## config.mk

```make
export PLATFORM = sky130hd
export DESIGN_NAME = thrust_input_ctrl
export DESIGN_NICKNAME = d
export VERILOG_FILES = /design/src/rtl/thrust_input_ctrl.sv
export SDC_FILE = /design/constraint.sdc
export NUM_CORES = 1
export LEC_CHECK = 0
export CAP_MARGIN = 10
export CORE_ASPECT_RATIO = 0.75
export CORE_MARGIN = 1.5
export CORE_UTILIZATION = 45
export CTS_CLUSTER_DIAMETER = 50
export DETAILED_ROUTE_END_ITERATION = 7
export HOLD_SLACK_MARGIN = 0.15
export PLACE_DENSITY = 0.7
export SLEW_MARGIN = 20
export SYNTH_ARGS = -nofsm -noshare
export SYNTH_HDL_FRONTEND = slang
export SYNTH_SLANG_ARGS = --single-unit
```

## constraint.sdc

```tcl
create_clock -name clk_25 -period 2.6 [get_ports clk_25]
set_clock_uncertainty 0.1 [all_clocks]
set_input_delay 0.39 -clock clk_25 [delete_from_list [all_inputs] [get_ports clk_25]]
set_output_delay 0.39 -clock clk_25 [all_outputs]
set_load 0.01 [all_outputs]
```

## src/rtl/thrust_input_ctrl.sv

```systemverilog
// thrust_input_ctrl
//
// Converts the player's thrust controls into the 8-bit THRUST value used by
// the Lunar Lander core. The stick drives thrust directly while it is being
// used. Keyboard and d-pad players instead ramp a saturating throttle level
// up or down at a fixed tick rate.
//
// Ports
//   clk_25        in   1  system clock (only clock)
//   reset         in   1  synchronous, active-high reset
//   ps2_key       in  11  [10] toggle per key event, [9] pressed,
//                         [8] extended, [7:0] scan code
//   joy_analog_y  in   8  signed stick Y, negative = stick forward
//   joy_up        in   1  digital joystick up (level)
//   joy_down      in   1  digital joystick down (level)
//   thrust        out  8  unsigned thrust, 0 = none, 255 = full
//   analog_mode   out  1  1 while thrust follows the analog stick
module thrust_input_ctrl #(
    parameter int RAMP_DIV  = 104167,
    parameter int RAMP_STEP = 2,
    parameter int DEADZONE  = 8
) (
    input  logic        clk_25,
    input  logic        reset,
    input  logic [10:0] ps2_key,
    input  logic [7:0]  joy_analog_y,
    input  logic        joy_up,
    input  logic        joy_down,
    output logic [7:0]  thrust,
    output logic        analog_mode
);

    localparam int              CW       = (RAMP_DIV > 2) ? $clog2(RAMP_DIV) : 1;
    localparam logic [CW-1:0]   CNT_LAST = CW'(RAMP_DIV - 1);
    localparam logic [8:0]      STEP9    = 9'(RAMP_STEP);
    localparam logic [7:0]      DZ       = 8'(DEADZONE);

    typedef enum logic {
        DIGITAL = 1'b0,
        ANALOG  = 1'b1
    } mode_t;

    mode_t          state_reg;
    mode_t          state_next;
    logic           toggle_reg;
    logic           key_up_reg;
    logic           key_down_reg;
    logic [CW-1:0]  count_reg;
    logic [7:0]     level_reg;
    logic [7:0]     level_next;
    logic           analog_mode_reg;

    // ------------------------------------------------------------------
    // Key decode
    // ------------------------------------------------------------------
    logic       key_event;
    logic [8:0] key_code;
    logic       code_is_up;
    logic       code_is_down;

    assign key_event    = (toggle_reg != ps2_key[10]);
    assign key_code     = {ps2_key[8], ps2_key[7:0]};
    assign code_is_up   = (key_code == 9'h175) || (key_code == 9'h01D);
    assign code_is_down = (key_code == 9'h172) || (key_code == 9'h01B);

    // ------------------------------------------------------------------
    // Request combine, analog map and activity
    // ------------------------------------------------------------------
    logic       up_any;
    logic       dn_any;
    logic [8:0] a_map9;
    logic [7:0] a_map;
    logic [7:0] a_mag;
    logic       a_act;
    logic       tick;

    assign up_any = key_up_reg | joy_up;
    assign dn_any = key_down_reg | joy_down;

    // 127 - s evaluated at 9 bits always lands in 0..255.
    assign a_map9 = 9'd127 - {joy_analog_y[7], joy_analog_y};
    assign a_map  = a_map9[7:0];

    // 8-bit magnitude: -128 becomes 0x80, i.e. 128 as unsigned.
    assign a_mag = joy_analog_y[7] ? 8'(~joy_analog_y + 8'd1) : joy_analog_y;
    assign a_act = (a_mag >= DZ);

    assign tick = (count_reg == CNT_LAST);

    // ------------------------------------------------------------------
    // Next-state and next-level logic
    // ------------------------------------------------------------------
    logic [8:0] sum9;
    logic [8:0] diff9;

    assign sum9  = {1'b0, level_reg} + STEP9;
    assign diff9 = {1'b0, level_reg} - STEP9;

    always_comb begin
        state_next = state_reg;
        case (state_reg)
            DIGITAL: if (a_act && !up_any && !dn_any) state_next = ANALOG;
            ANALOG:  if (up_any || dn_any)            state_next = DIGITAL;
            default: state_next = DIGITAL;
        endcase
    end

    always_comb begin
        level_next = level_reg;
        if (state_next == ANALOG) begin
            // Track the stick continuously so a later switch to digital
            // starts ramping from where the stick left off.
            level_next = a_map;
        end else if (state_reg == DIGITAL && tick) begin
            // The ANALOG->DIGITAL edge itself holds; ramping starts at the
            // next tick in DIGITAL.
            if (up_any && !dn_any) begin
                level_next = sum9[8] ? 8'hFF : sum9[7:0];
            end else if (dn_any && !up_any) begin
                level_next = diff9[8] ? 8'h00 : diff9[7:0];
            end
        end
    end

    // ------------------------------------------------------------------
    // Registers
    // ------------------------------------------------------------------
    always_ff @(posedge clk_25) begin
        if (reset) begin
            state_reg       <= DIGITAL;
            toggle_reg      <= ps2_key[10];
            key_up_reg      <= 1'b0;
            key_down_reg    <= 1'b0;
            count_reg       <= '0;
            level_reg       <= 8'd0;
            analog_mode_reg <= 1'b0;
        end else begin
            state_reg       <= state_next;
            toggle_reg      <= ps2_key[10];
            level_reg       <= level_next;
            analog_mode_reg <= (state_next == ANALOG);

            if (key_event) begin
                if (code_is_up)   key_up_reg   <= ps2_key[9];
                if (code_is_down) key_down_reg <= ps2_key[9];
            end

            count_reg <= tick ? '0 : count_reg + 1'b1;
        end
    end

    assign thrust      = level_reg;
    assign analog_mode = analog_mode_reg;

endmodule
```

==> flow_metrics.tcl <==
set metrics [dict create \
    firstDrtPassIters 4 \
    rows 19 \
    finalHoldViolCount 0 \
    synth_top_flop_cell "dfxtp_1" \
    cp.depth 9 \
    dieArea_um2 4394 \
    track_usage_pct 21.69 \
    yosys_warnings 0 \
    slew_viol_final 0 \
    vias_per_cell 5.697 \
    final_common_cell "nor2_1" \
    crit_path_end "thrust[5]" \
    cts_max_path_buffers 2 \
    grt_pass1_vias 1561 \
    worstReg2RegStart "thrust[1]" \
    initial_core_util_pct 47.93 \
    cts_inserted_buffers 5 \
    path_max_fanout 3 \
    outcome "completed" \
    cts_tree "done" \
    setup_viol 0 \
    period_share_pct 96.03 \
    grt-ovfl-total 0 \
    syn_to_final_growth_pct 30.16 \
    syn-instance-count 218 \
    rsz0062_at_grt "false" \
    hold_ws_ns 0.3597 \
    max-cap-violations 0 \
    coreArea_um2 3756 \
    clk_root_buffer_cell "clkbuf_8" \
    largest_register_ffs 17 \
    cp-start-kind "primary input" \
    cp-end-kind "register" \
    io_pins 32 \
    drc 0 \
    worst_slew_pin_slew_ns 0.5534 \
    dp_hpwl_um 3370 \
    avgSynthCellArea_um2 8.259 \
    ys_seq_elements 29 \
    p_leak_nw 0.8994 \
    worst_path_max_delay_cell "clkdlybuf4s50_1" \
    r2r_end "thrust[7]" \
    antenna_found_initial 0 \
    synthesis.nets 246 \
    dpl_cell_area_um2 2242 \
    nets 289 \
    intPower_uw 800.9 \
    combPwrFrac_pct 18.6 \
    vias 1789 \
    path_buf_inv 3 \
    cp_cell_sequence "clkdlybuf4s50_1, inv_1, ha_1, nand4b_1, or4_4, a2111o_1, buf_4, a211oi_1, a211o_1" \
    postCtsSetupRepairBufs 0 \
    routedWlPerCell_um 14.26 \
    fin_area_um2 2344 \
    post_cts_resize_count 0 \
    syn_area_um2 1800 \
    crit_type "primary input to register" \
    drive_gt1_share_pct 12.60 \
    yosysUniqueCellTypes 46 \
    yosysSeqAreaShare_pct 32.24 \
    period_needed_ns 2.497 \
    pwr_density_cell_nw_per_um2 460.1 \
    grt_max_degree 18 \
    worst_ep_arrival_time_ns 2.62 \
    required_ns 2.72 \
    die_y_um 57.78 \
    ir_worst_vdd_uv 410.8 \
    cp_top_family "compound AO/OA/AOI/OAI gates" \
    dieWidth_um 76.04 \
    final_cell_mix "35 x nor2_1, 31 x clkdlybuf4s50_1, 29 x dfxtp_1" \
    cts_hold_buf 0 \
    gp_congestion 0.9055 \
    synthArstFlopShare_pct 0 \
    p_clk_share_pct 37.7 \
    seqPwrFrac_pct 43.7 \
    ant_nets 0 \
    path_clk_slew_ns 0.06 \
    diodes 0 \
    fmax_mhz 400.5 \
    reg2reg_depth 7 \
    r2r_slack_ns 0.22 \
    hold_class "register to register" \
    slew_headroom_pct 62.77 \
    total_power_mw 1.078 \
    cts_max_level 2 \
    drtIter0Drc 208 \
    switchingPower_uw 277.4 \
    clk_latency_ns 0.27 \
    grt_pass1_wl_um 7631 \
    synth_edf_count 0 \
    cts.sinks 29 \
    crit_path_start "joy_analog_y[0]" \
    fillers 347 \
    totalWireLength_um 4478 \
    switching_share_pct 25.73 \
    critPathMaxStageDelay_ns 0.48 \
    port-buffer-count 31 \
]
## logic make-up (layout without fill, tap and decap cells)
group / after synthesis / in the layout / share of synthesized area [%]
flops: 29 / 29 / 32.24
buf+inv: 17 / 61 / 3.822
xor+xnor: 21 / 21 / 10.22
fa+ha+maj: 5 / 5 / 3.475
compound gates: 35 / 35 / 15.64
simple gates: 107 / 107 / 32.25
mux: 4 / 4 / 2.363
## worst reg2reg max path, delay by kind of cell, from the launching register on
family                   cells  cell delay [ns]
flip-flops                   1             0.31
adder cells (fa/ha/maj)      1             0.19
AND/OR/NAND/NOR              2             0.59
buffers and inverters        1             0.08
AO/OA/AOI/OAI                2             0.61
multiplexers                 1             0.39
## cells in the mapped netlist, types with 3 or more instances
cell | count | share of area (%)
a211o_1 | 4 | 1.9
nor2_1 | 35 | 7.3
xor2_1 | 13 | 6.3
or2_2 | 3 | 1.0
nand2_1 | 13 | 2.7
a21oi_1 | 3 | 0.83
nand3_1 | 15 | 4.2
nor4_1 | 9 | 3.1
ha_1 | 5 | 3.5
o21ai_0 | 5 | 1.4
inv_1 | 8 | 1.7
dfxtp_1 | 29 | 32
buf_2 | 4 | 1.1
and3_1 | 4 | 1.4
nor3_1 | 8 | 2.2
clkbuf_1 | 5 | 1.0
xnor2_1 | 8 | 3.9
o211ai_1 | 6 | 2.5
nand4_1 | 5 | 1.7
nor4b_1 | 3 | 1.5
## layer usage
layer / global-route usage [%] / part of all wire [%] / vias to the layer above
met2: 29.73 / 39 / 77
met5: 0 / 0 / -
met1: 33.72 / 52 / 815
met4: 3.968 / 0.47 / 0
li1: - / - / 891
met3: 5.984 / 8.8 / 6
## area by class of cell
| class | instances | area (um2) | share of cell area [%] |
|---|---|---|---|
| Sequential cell | 29 | 580.6 | 24.77 |
| Tap cell | 52 | 65.06 | 2.776 |
| Timing Repair Buffer | 45 | 415.4 | 17.73 |
| Clock buffer | 7 | 96.34 | 4.111 |
| Multi-Input combinational cell | 172 | 1151 | 49.12 |
| Clock inverter | 1 | 5.005 | 0.2136 |
| Inverter | 8 | 30.03 | 1.281 |
## through the flow
step / worst slack (ns) / setup TNS [ns] / utilization [%] / instances
final: 0.1033 / 0 / 62.39 / 314
after global routing: 0.02370 / 0 / 62.39 / 314
after CTS: 0.05647 / 0 / 62.39 / 314
after detailed placement: -0.2357 / -1.550 / 59.69 / 306
after global placement: -0.2093 / -1.414 / 59.69 / 306
after floorplan: 0.2874 / 0 / - / 218
## power groups by stage
stage / Clock (mW) / Sequential, mW / Combinational, mW
floorplan: 0 / 0.479 / 0.105
finish: 0.406 / 0.472 / 0.201
global route: 0.440 / 0.473 / 0.219
global placement: 0 / 0.481 / 0.196
detailed placement: 0 / 0.481 / 0.198
CTS: 0.415 / 0.471 / 0.199
## worst min path at each step
stage / startpoint / to / slack (ns) / cells past startpoint
after floorplan: ps2_key[10] / toggle_reg / 0.32 / 0
after global placement: count_reg[0] / count_reg[0] / 0.35 / 1
after detailed placement: count_reg[0] / count_reg[0] / 0.35 / 1
after CTS: count_reg[0] / count_reg[0] / 0.36 / 1
after global routing: count_reg[0] / count_reg[0] / 0.38 / 1
final: count_reg[0] / count_reg[0] / 0.36 / 1
Power figures use the tool's default switching activity.
